File: config.mk
export PLATFORM = sky130hd
export DESIGN_NAME = sub4_serial
export DESIGN_NICKNAME = d
export VERILOG_FILES = /design/src/rtl/sub4_serial.sv
export SDC_FILE = /design/constraint.sdc
export NUM_CORES = 1
export LEC_CHECK = 0
export CAP_MARGIN = 15
export CORE_ASPECT_RATIO = 1.75
export CORE_MARGIN = 3
export CORE_UTILIZATION = 46
export DETAILED_ROUTE_END_ITERATION = 16
export PLACE_DENSITY = 0.79
export SLEW_MARGIN = 20
export SYNTH_ARGS = -nofsm -noshare
export SYNTH_HDL_FRONTEND = slang
export SYNTH_SLANG_ARGS = --single-unit
export TNS_END_PERCENT = 20
File: constraint.sdc
create_clock -name clk -period 1.32 [get_ports clk]
set_clock_uncertainty 0.05 [all_clocks]
set_input_delay 0.132 -clock clk [delete_from_list [all_inputs] [get_ports clk]]
set_output_delay 0.132 -clock clk [all_outputs]
set_load 0.05 [all_outputs]
File: src/rtl/sub4_serial.sv
// Bit-serial subtractor: diferenca = A - B, one bit per clock, LSB first.
// Optional ovf output enabled by defining SUB4_SERIAL_OVERFLOW_EN.
module sub4_serial #(
  parameter int WIDTH = 4
) (
  input  logic             clk,
  input  logic             rst,
  input  logic             start,
  input  logic [WIDTH-1:0] A,
  input  logic [WIDTH-1:0] B,
  output logic             busy,
  output logic             done,
  output logic [WIDTH-1:0] diferenca,
  output logic             borrow
`ifdef SUB4_SERIAL_OVERFLOW_EN
  ,
  output logic             ovf
`endif
);

  localparam int CW = $clog2(WIDTH);

  typedef enum logic [1:0] {IDLE, SHIFT, DONE} state_t;

  state_t           state;
  logic [WIDTH-1:0] ra, rb, rr;
  logic             br;
  logic [CW-1:0]    cnt;
  logic             d, br_n;
  logic [WIDTH-1:0] rr_n;
`ifdef SUB4_SERIAL_OVERFLOW_EN
  logic             am, bm;
`endif

  // Full-subtractor cell on the current LSBs; rr_n includes the bit being produced.
  always_comb begin
    d    = ra[0] ^ rb[0] ^ br;
    br_n = (~ra[0] & rb[0]) | (~(ra[0] ^ rb[0]) & br);
    rr_n = {d, rr[WIDTH-1:1]};
  end

  always_ff @(posedge clk or posedge rst) begin
    if (rst) begin
      state     <= IDLE;
      ra        <= '0;
      rb        <= '0;
      rr        <= '0;
      br        <= 1'b0;
      cnt       <= '0;
      busy      <= 1'b0;
      done      <= 1'b0;
      diferenca <= '0;
      borrow    <= 1'b0;
`ifdef SUB4_SERIAL_OVERFLOW_EN
      am        <= 1'b0;
      bm        <= 1'b0;
      ovf       <= 1'b0;
`endif
    end else begin
      case (state)
        SHIFT: begin
          ra  <= ra >> 1;
          rb  <= rb >> 1;
          rr  <= rr_n;
          br  <= br_n;
          cnt <= cnt + 1'b1;
          if (cnt == CW'(WIDTH - 1)) begin
            state     <= DONE;
            busy      <= 1'b0;
            done      <= 1'b1;
            diferenca <= rr_n;
            borrow    <= br_n;
`ifdef SUB4_SERIAL_OVERFLOW_EN
            ovf       <= (am != bm) && (rr_n[WIDTH-1] != am);
`endif
          end
        end
        // IDLE and DONE share the accept path, which gives back-to-back starts from DONE.
        default: begin
          done <= 1'b0;
          if (start) begin
            ra    <= A;
            rb    <= B;
            rr    <= '0;
            br    <= 1'b0;
            cnt   <= '0;
            busy  <= 1'b1;
            state <= SHIFT;
`ifdef SUB4_SERIAL_OVERFLOW_EN
            am    <= A[WIDTH-1];
            bm    <= B[WIDTH-1];
`endif
          end else begin
            state <= IDLE;
          end
        end
      endcase
    end
  end

endmodule

---- Yosys cells after proc, flatten, opt, wreduce, memory -nomap -nowiden ----
Index checks and enable logic that the tools add are counted.
word-level totals
  latch bits .............................. 0
  bits of input ports ..................... 11
  logic and storage cells ................. 42
  memories kept ........................... 0
  bits in read-only memories .............. 0
  register bits after elaboration ......... 24
  RAM bits ................................ 0
  output and inout port bits .............. 7
operators by class
  add/sub/neg operators ................... 1
  reduce and logical (&&, ||, !) cells .... 3
  shifts and indexed selects .............. 0
  $mul .................................... 0
  bitwise gates (word level) .............. 7
  eq/ne operators ......................... 3
  order comparisons ....................... 0
  muxes and demuxes ....................... 18
  divide/modulo/power cells ............... 0
operator list
  operator                                                               number
  4-bit two-way mux                                                      6
  1-bit two-way mux                                                      8
  2-bit two-way mux                                                      4
  2-bit AND reduction                                                    2
  2-bit by 1-bit adder with 2-bit output, second input constant          1
  1-bit bitwise AND                                                      2
  2-bit by 1-bit equality test with 1-bit output, second input constant  1
  2-bit equality test, second input constant                             1
  2-bit inequality test, second input constant                           1
  1-bit NOT                                                              2
  2-bit nonzero test                                                     1
  1-bit XOR                                                              2
  1-bit bitwise OR                                                       1

---- Logic depth before layout (Yosys ltp) ----
  depth in word-level cells ............... 5
  gate-level depth with buffers ........... 4
  mapped depth without buffers ............ 3

---- Worst setup path after synthesis ----
OpenSTA, ideal clock, no wires.
  path kind ............................... register to register
  start point ............................. reg state[1]
  end point ............................... reg ra[0]
  library setup time ...................... 0.125 ns
  setup slack ............................. -0.195 ns
  arrival time ............................ 1.339 ns
  cell stages (with the launch flop) ...... 4
  cells stage by stage .................... dfrtp_1 > nand2b_4 > buf_6 > mux2_4
between the ends
  word-level cells in the longest chain between the ends .. 2
RTL lines
  item                                                            RTL line  text
  from (decl)                                                     25        state_t state;
  from (signal assigned)                                          44        state <= IDLE;
  from (signal assigned)                                          68        state <= DONE;
  from (signal assigned)                                          88        state <= SHIFT;
  2-bit by 1-bit equality test with 1-bit output (*)              60        case (state)
  4-bit two-way mux / 2-bit nonzero test (equally long branches)  -
  to (signal assigned)                                            62        ra <= ra >> 1;
  to (decl)                                                       26        logic [WIDTH-1:0] ra, rb, rr;
Every way passes the cells marked *; elsewhere a longest branch is shown, timed or not.
A chain may end at the register's enable or synchronous reset.

---- Final worst setup path ----
  start point ............................. reg rb[0]
  end point ............................... reg rr[3]
between the ends
  word-level cells in the longest chain between the ends .. 3
RTL lines
  item                     RTL line  text
  from (decl)              26
  from (signal assigned)   63        rb <= rb >> 1;
  1-bit XOR (2 in series)  37        d = ra[0] ^ rb[0] ^ br;
  via d                    29        logic d, br_n;
  4-bit two-way mux        60
  to (signal assigned)     64        rr <= rr_n;
  to (decl)                26
The timed path passes the listed nets, and every way through them passes these cells.

==> metrics.md <==
| Metric | Value |
|---|---|
| Skew-Pair Late Insertion Delay | 0.31 ns |
| 1st-iter DRT viols | 5 |
| Avg Cell Area, Syn | 14.7 sq um |
| Cell variety after synth | 15 |
| Worst-case reg-to-reg path depth | 3 |
| Fillers | 166 |
| Setup ws final | -0.0172 ns |
| Combinational power share | 53.2% |
| Design area | 1390 sq um |
| H-Tree Depth | 1 |
| Outcome | complete, but fails checks |
| DP HPWL | 1290 um |
| Register area share after synthesis | 51.5% |
| Failing checks | negative setup slack |
| Power Dens Cells | 2460 nW/um^2 |
| DRT Wirelength | 1720 um |
| DR vias | 596 |
| DRC | 0 |
| Share of the synthesized area in the top cell type | 51.5% |
| Nets@finish | 109 |
| Startpoint Class | flip-flop |
| Die Height | 69.8 um |
| Top Layer Used | met4 |
| Routed met2 length | 906 um |
| Top post-synthesis cells by area | dfrtp_1 51%, mux2_4 21%, mux2_2 6.3%, mux2i_1 4.7%, nor2b_1 2.9% |
| Cell area after synthesis | 1070 sq um |
| Ys Warns | 0 |
| Antenna cells | 0 |
| Overall routing resource usage | 13.7% |
| Fmax | 748 MHz |
| Clock sink count | 22 |
| Post-CTS Setup Bufs | 0 |
| Die area | 2960 sq um |
| Final hold violation count | 0 |
| Pwr Total | 3.42 mW |
| Critical path class | reg2reg |
| CP endpoint kind | flip-flop |
| Die width | 42.5 um |
| First-pass GRT wire length | 3070 um |
| GR Overflow Total | 0 |
| Largest net degree at the start of global routing | 23 |
| Maximum VDD drop | 1.56 mV |
| Core ar. | 2150 sq um |
| Post-synthesis cell count | 73 |
| Initial antenna violation count | 0 |
| Leak | 0.678 nW |
| I/O pin total | 18 |
| Flops & latches, synth | 22 |
| Fin Setup TNS | -0.0225 ns |
| Vias per cell | 5.01 |
| WP data arrival | 1.49 ns |
| WP data required | 1.47 ns |
| Worst-case clock buffer depth | 2 |
| Row cnt | 22 |
| Min Tclk post-route | 1.34 ns |
| DRT Pass-1 Iters | 3 |
| Synthesis-to-finish area growth | 29.8% |
| Port buffer count | 17 |
| NetSw | 1.22 mW |
| Setup violators final | 2 |
| DRT antenna net count | 0 |
| CP Max Fanout | 2 |
| Period utilization | 101% |
| Maxcap violations | 0 |
| Wl on met1 | 726 um |
| RSZ-0062 raised after global routing | yes |
| Placed Area | 1340 sq um |
| CTS tree | yes |
| Slew Limit Fails | 0 |
| Slew headroom | 81.8% |
| Hold WC Path Type | in2async |
| RD Place Congestion | 0.686 |
| CTS Buf Count | 3 |
| Number of global-route vias before repair | 647 |
| Reg area | 552 sq um |
| Met3 routed WL | 51 um |
| Reg power frac | 36.0% |
| Internal power | 2.19 mW |
| CTS root buffer | clkbuf_4 |
| Clock Power Share | 10.9% |
| Register clock-pin slew on the reported worst setup and hold paths | 0.12 ns |
| Multi-input logic area | 478 sq um |
| Routed len/inst | 14.5 um |
| Mapped Nets | 86 |
| Slew at the pin closest to its max-slew limit | 0.273 ns |
| Switch share | 35.9% |
| Initial Util | 49.8% |
| Area leader, netlist | dfrtp_1 |
| Share of layout cells above drive strength 1 | 43.2% |
-- worst paths after layout --
kind,start,to,slack [ns]
max in group asynchronous,rst,state[1],0.89
setup / recovery,rb[0],rr[3],-0.02
hold reg to reg,cnt[0],cnt[0],0.45
setup reg to reg,rb[0],rr[3],-0.02
hold / removal,rst,ra[3],0.09
min in group clk,B[3],rb[3],0.41
-- flip-flops by register name, indices dropped and copies added (netlist names) --
signal	flops
diferenca	4
ra	4
rb	4
rr	3
cnt	2
state	2
borrow	1
br	1
busy	1
-- routing by layer --
layer	global-route usage [%]	vias to the layer above
met5	0	-
met4	7.27	0
met3	3.38	4
met2	20.5	8
met1	18.0	301
li1	-	283
-- cell usage after synthesis --
| master | number |
|---|---|
| buf_6 | 2 |
| mux2_2 | 6 |
| dfrtp_1 | 22 |
| inv_1 | 6 |
| nor2b_1 | 5 |
| fa_1 | 1 |
| mux2i_1 | 5 |
| nand3b_2 | 1 |
| mux2_4 | 15 |
| nand2b_1 | 3 |
| buf_4 | 1 |
| a21oi_1 | 1 |
| nor2_1 | 3 |
| ha_1 | 1 |
| nand2b_4 | 1 |
-- kinds of logic after synthesis --
kind of cell | share of synthesized area, %
flip-flops | 51.5
adder cells (fa/ha/maj) | 3.04
AO/OA/AOI/OAI | 0.467
multiplexers | 32.0
AND/OR/NAND/NOR | 8.07
buffers and inverters | 4.91
-- repair_timing --
item	in CTS	in global routing
hold buffers	0	0
pin swaps	1	0
endpoints found under the setup margin	5	5
resized for setup	2	1
hold endpoints to repair	0	0
-- power by group through the flow --
stage / clock (mW) / sequential (mW) / combinational (mW)
finish: 0.371 / 1.23 / 1.82
global placement: 0 / 1.22 / 1.78
detailed placement: 0 / 1.24 / 1.82
floorplan: 0 / 1.47 / 0.990
global route: 0.414 / 1.27 / 1.95
CTS: 0.379 / 1.23 / 1.84
-- stage by stage --
step	std cells	hold WS (ns)	util, %	worst slack (ns)
after floorplan	73	0.0712	-	-0.0244
after global placement	115	0.421	62.5	-0.172
after detailed placement	115	0.426	62.5	-0.192
after CTS	119	0.0950	64.6	-0.0263
after global routing	119	0.0880	64.7	-0.0741
final	119	0.0920	64.7	-0.0172
-- cells in the final DEF (no fill, tap or decap), drive strengths merged --
cell and count:
a21oi 1, buf 11, clkbuf 4, clkdlybuf4s50 10, dfrtp 22, fa 1, ha 1, inv 6
mux2 21, mux2i 5, nand2b 4, nand3b 1, nor2 3, nor2b 5
-- layout make-up --
type	instances	area share, %
flip-flops and latches	22	39.7
multi-input cells	42	34.4
repair buffers	21	19.5
clock buffers	4	2.61
well taps	24	2.16
inverters	6	1.62
-- worst max-delay path: stages (launching register included) --
cell and delay [ns]:
dfrtp_1 0.42, inv_2 0.06, fa_1 0.42, mux2_2 0.28
(Power assumes the default switching activity.)
